==> config.mk <==
export PLATFORM = sky130hd
export DESIGN_NAME = serial_subtractor
export DESIGN_NICKNAME = d
export VERILOG_FILES = /design/src/rtl/sub_pkg.sv /design/src/rtl/full_subtractor.sv /design/src/rtl/serial_subtractor.sv
export SDC_FILE = /design/constraint.sdc
export NUM_CORES = 1
export LEC_CHECK = 0
export CAP_MARGIN = 20
export CORE_ASPECT_RATIO = 1.75
export CORE_MARGIN = 8
export CORE_UTILIZATION = 30
export CTS_CLUSTER_SIZE = 25
export DETAILED_ROUTE_END_ITERATION = 10
export MAX_ROUTING_LAYER = met4
export PLACE_DENSITY = 0.61
export SLEW_MARGIN = 20
export SYNTH_ARGS = -nofsm -noshare
export SYNTH_HDL_FRONTEND = slang
export SYNTH_SLANG_ARGS = --single-unit
==> constraint.sdc <==
create_clock -name clk -period 3.8 [get_ports clk]
set_clock_uncertainty 0.05 [all_clocks]
set_input_delay 0.76 -clock clk [delete_from_list [all_inputs] [get_ports clk]]
set_output_delay 0.76 -clock clk [all_outputs]
set_load 0.005 [all_outputs]
==> src/rtl/sub_pkg.sv <==
// +-------------------------------------------------------------------+
// | sub_pkg : shared types and constants for serial_subtractor        |
// | Revision: 1.0                                                     |
// +-------------------------------------------------------------------+
`default_nettype none

package sub_pkg;

  localparam int WIDTH_DEFAULT = 4;
  localparam int CNT_W         = $clog2(WIDTH_DEFAULT);

  typedef enum logic [1:0] {
    IDLE = 2'd0,
    RUN  = 2'd1,
    DONE = 2'd2
  } sub_state_t;

endpackage

`default_nettype wire

==> src/rtl/full_subtractor.sv <==
// +-------------------------------------------------------------------+
// | full_subtractor : one-bit combinational subtract cell (a - b - bin)|
// | Revision: 1.0                                                     |
// +-------------------------------------------------------------------+
`default_nettype none

module full_subtractor (
  input  logic a,
  input  logic b,
  input  logic bin,
  output logic d,
  output logic bout
);

  assign d    = a ^ b ^ bin;
  assign bout = (~a & b) | (~(a ^ b) & bin);

endmodule

`default_nettype wire

==> src/rtl/serial_subtractor.sv <==
// +-------------------------------------------------------------------+
// | serial_subtractor : bit-serial A - B - borrow, LSB first;        |
// | optional signed-overflow output under `SUB_OVF_EN. Revision: 1.0  |
// +-------------------------------------------------------------------+
`default_nettype none

module serial_subtractor
  import sub_pkg::*;
#(
  parameter int WIDTH = WIDTH_DEFAULT
) (
  input  logic             clk,
  input  logic             rst,
  input  logic             start,
  input  logic [WIDTH-1:0] A,
  input  logic [WIDTH-1:0] B,
  input  logic             borrow,
  output logic             busy,
  output logic             done,
  output logic [WIDTH:0]   Y
`ifdef SUB_OVF_EN
  ,
  output logic             ovf
`endif
);

  localparam int CW = (WIDTH > 1) ? $clog2(WIDTH) : 1;
  localparam logic [CW-1:0] C_LAST = CW'(WIDTH - 1);

  sub_state_t       state_q, state_d;
  logic [WIDTH-1:0] a_sr_q, a_sr_d;
  logic [WIDTH-1:0] b_sr_q, b_sr_d;
  logic [WIDTH-1:0] diff_sr_q, diff_sr_d;
  logic [CW-1:0]    cnt_q, cnt_d;
  logic             br_q, br_d;
  logic [WIDTH:0]   y_q, y_d;
  logic             w_d, w_bout;

  full_subtractor u_cell (
    .a    (a_sr_q[0]),
    .b    (b_sr_q[0]),
    .bin  (br_q),
    .d    (w_d),
    .bout (w_bout)
  );

`ifdef SUB_OVF_EN
  // Operand MSBs are kept separately because the shift registers lose them.
  logic am_q, am_d, bm_q, bm_d, ovf_q, ovf_d;
`endif

  always_comb begin
    state_d   = state_q;
    a_sr_d    = a_sr_q;
    b_sr_d    = b_sr_q;
    diff_sr_d = diff_sr_q;
    cnt_d     = cnt_q;
    br_d      = br_q;
    y_d       = y_q;
`ifdef SUB_OVF_EN
    am_d      = am_q;
    bm_d      = bm_q;
    ovf_d     = ovf_q;
`endif
    case (state_q)
      IDLE, DONE: begin
        if (start) begin
          state_d   = RUN;
          a_sr_d    = A;
          b_sr_d    = B;
          br_d      = borrow;
          cnt_d     = '0;
          diff_sr_d = '0;
`ifdef SUB_OVF_EN
          am_d      = A[WIDTH-1];
          bm_d      = B[WIDTH-1];
`endif
        end else begin
          state_d = IDLE;
        end
      end
      RUN: begin
        a_sr_d    = a_sr_q >> 1;
        b_sr_d    = b_sr_q >> 1;
        br_d      = w_bout;
        diff_sr_d = {w_d, diff_sr_q[WIDTH-1:1]};
        cnt_d     = cnt_q + CW'(1);
        if (cnt_q == C_LAST) begin
          state_d = DONE;
          y_d     = {w_bout, w_d, diff_sr_q[WIDTH-1:1]};
`ifdef SUB_OVF_EN
          ovf_d   = (am_q ^ bm_q) & (w_d ^ am_q);
`endif
        end
      end
      default: state_d = IDLE;
    endcase
  end

  always_ff @(posedge clk) begin
    if (rst) begin
      state_q   <= IDLE;
      a_sr_q    <= '0;
      b_sr_q    <= '0;
      diff_sr_q <= '0;
      cnt_q     <= '0;
      br_q      <= 1'b0;
      y_q       <= '0;
`ifdef SUB_OVF_EN
      am_q      <= 1'b0;
      bm_q      <= 1'b0;
      ovf_q     <= 1'b0;
`endif
    end else begin
      state_q   <= state_d;
      a_sr_q    <= a_sr_d;
      b_sr_q    <= b_sr_d;
      diff_sr_q <= diff_sr_d;
      cnt_q     <= cnt_d;
      br_q      <= br_d;
      y_q       <= y_d;
`ifdef SUB_OVF_EN
      am_q      <= am_d;
      bm_q      <= bm_d;
      ovf_q     <= ovf_d;
`endif
    end
  end

  assign busy = (state_q == RUN);
  assign done = (state_q == DONE);
  assign Y    = y_q;
`ifdef SUB_OVF_EN
  assign ovf  = ovf_q;
`endif

endmodule

`default_nettype wire

==> summary.txt <==
Final layout
  – Antenna diode count: 0
  – Finished Core Util: 38.55%
  – Final instance area: 1091 um2
  – Multi-input gate area: 397.9 um2
  – Reg area: 420.4 um2
  – Post-route insts no fill: 146
  – Layout cells sized above 1: 5.932%
  – Nets: 133
  – Area growth, synth to finish: 25.11%
  – Fillers: 294

Route
  – Drt drc: 0
  – DR vias/cell: 5.137
  – Met2 wire length: 873 um
  – DR vias: 750
  – Met1 Wirelength: 846 um
  – 1st-iter DRT viols: 23
  – Post-DRT Antenna Nets: 0
  – Top routing layer in use: met4
  – Met3 WL post-DR: 56 um
  – DR pass1 iterations: 2
  – Routed WL: 1808 um
  – Routed len/inst: 12.38 um

Synth
  – Synth Instances: 104
  – Adder-cell share of the synthesized area: 3.730%
  – Synth Area in Simple Gates: 24.82%
  – Post-synthesis sequential area ratio: 48.21%
  – Cell Area, Synth: 872.1 um2
  – Compound-Gate Fraction of Synth Area: 17.07%
  – Mapped Nets: 118
  – Top FF cell, synth: dfxtp_1
  – Post-synthesis async set-or-reset flop share: 0%
  – XOR/XNOR Fraction of Synth Area: 0%
  – Largest family of logic cells by synthesized area: simple AND/OR/NAND/NOR gates
  – Mean Syn Cell Area: 8.385 um2
  – Mux share of post-synthesis cell area: 0%
  – Post-synthesis cell type count: 19
  – Synth Warn #: 0
  – Post-synth EDFFs: 0
  – Yosys reg bits: 21

Pwr
  – Worst vdd ir: 262.2 uV
  – Leakage: 0.3855 nW
  – Sw Pwr: 111.6 uW
  – Switching share of total power: 25.13%
  – Combinational Power Share: 13.4%
  – Sequential Power Share: 53.7%
  – Clock power share: 32.8%
  – Final Power: 444.2 uW
  – PD cells: 407.1 nW/um2
  – Int Power: 332.5 uW

Placement
  – Final HPWL DP: 1304 um
  – Placed insts: 142
  – Worst slack, placed: 1387 ps
  – GPL Wtd Cong: 0.7628
  – I/O Buffers: 18
  – Placed Area: 1045 um2

CTS
  – Clock transition at the registers of the reported paths: 80 ps
  – H-tree Lvls: 1
  – Post-CTS sizing: 0
  – Worst-Skew Late Latency: 260 ps
  – Post-CTS Setup Inserts: 0
  – Clk buf depth: 2
  – CTS tree: built
  – Total clock buffers created by CTS: 3
  – Root buffer selected by CTS: clkbuf_8
  – Post-CTS Hold Fix Bufs: 0
  – CTS Sinks: 21

Timing
  – RSZ-0062 raised after global routing: false
  – Final hold slack: 405.5 ps
  – FMAX: 0.3687 GHz
  – Final Hold Fails: 0
  – Final min period: 2712 ps
  – Crit share post-route: 71.38%
  – Final setup vio count: 0
  – Final setup margin: 1088 ps
  – Slew Limit Fails: 0
  – Setup total negative slack: 0 ps
  – Max-Slew Margin vs Limit: 49.04%
  – Slew @ Worst Pin: 762.1 ps

Critical path
  – Worst-path maximum fanout: 23
  – Worst r2r dst: Y[4]
  – Startpoint types: flip-flop
  – CP Launch Point: state_q[1]
  – WS Path Type: flip-flop to output pin
  – CP required: 2990 ps
  – Worst endpoint data arrival time: 1900 ps
  – R2r startpoint: state_q[1]
  – Register-to-Register Path Depth: 4
  – R2R Setup Slk: 2220 ps
  – Worst Setup EP: busy
  – Crit end category: output pin

GRT
  – Initial antenna violation count: 0
  – First-pass GRT wire length: 3243 um
  – Total gr overflow: 0
  – Largest net degree at the start of global routing: 24
  – GRT Total Usage: 8.107%
  – Vias in the first global route: 759

Floorplanning
  – Die area: 4956 um2
  – IO Pins: 19
  – Die height: 87.33 um
  – Core region area: 2830 um2
  – Row cnt: 26
  – Die Wd: 56.76 um
  – Initial Utilization: 30.81%

Min path
  – Hold Path Class: flip-flop to flip-flop

Run status
  – Run status: completed

Flow run
  – Max Cap Violations: 0
## power by group through the flow
stage / Clock (mW) / Combinational [mW] / Sequential (mW)
2_1_floorplan: 0 / 0.0426 / 0.242
3_3_place_gp: 0 / 0.0586 / 0.244
3_5_place_dp: 0 / 0.0601 / 0.244
4_1_cts: 0.151 / 0.0603 / 0.239
5_1_grt: 0.159 / 0.0674 / 0.241
6_report: 0.146 / 0.0597 / 0.239
## synthesized netlist by cell type (all sizes together), types with 2 or more instances
cell type	instances	area [um2]
a21oi	13	65.06
a311oi	7	67.56
buf	5	31.28
clkbuf	3	11.26
dfxtp	21	420.4
inv	3	11.26
nand2	22	82.58
nand2b	3	23.78
nand3	12	60.06
nor2	8	30.03
nor2b	2	12.51
## state kept, by name, summed over array words and instances (netlist names)
register   cells
Y              5
state_q        2
a_sr_q         4
diff_sr_q      3
cnt_q          2
br_q           1
b_sr_q         4
## worst min path at each step
stage	start	slack, ps	depth (start not counted)	endpoint
3_5_place_dp	Y[1]	400	2	Y[1]
2_1_floorplan	diff_sr_q[1]	390	2	Y[0]
4_1_cts	Y[1]	410	2	Y[1]
6_report	Y[0]	410	2	Y[0]
5_1_grt	Y[0]	430	2	Y[0]
3_3_place_gp	Y[0]	400	2	Y[0]
## cells by family after synthesis
family	after synthesis
buffers and inverters	11
AOI/OAI and AO/OA	22
DFF	21
and+or+nand+nor	48
adders and majority gates	2
## critical path, cell delays in order, from the launching register on
cell	delay, ps
dfxtp_1	320
nand2b_2	380
inv_1	370
clkdlybuf4s50_1	580
## routing by layer
| metal | vias up | GRT usage (%) |
|---|---|---|
| met5 | - | - |
| met4 | 0 | 4.292 |
| met3 | 4 | 1.901 |
| met2 | 17 | 13.33 |
| met1 | 346 | 8.803 |
| li1 | 383 | - |
## cell usage in the layout, fill, tap and decap left out
cell             instances
inv_1                    3
clkdlybuf4s50_1         18
fa_1                     1
clkinv_2                 1
nand2_1                 22
clkbuf_8                 3
nand2b_2                 2
a2bb2oi_1                1
nand2b_1                 1
nand3_1                 12
ha_1                     1
nand3b_1                 1
a311oi_2                 1
o21a_1                   1
nor2_1                   8
a311oi_1                 6
a21oi_1                 13
nor2b_1                  2
dfxtp_1                 21
## area by class of cell
class | instances | share of cell area (%)
repair buffers | 18 | 16.51
inverters | 3 | 1.032
flip-flops and latches | 21 | 38.53
well taps | 28 | 3.211
clock inverters | 1 | 0.4587
multi-input cells | 72 | 36.47
clock buffers | 3 | 3.784
Note: power is estimated with default switching activity, not from simulation.
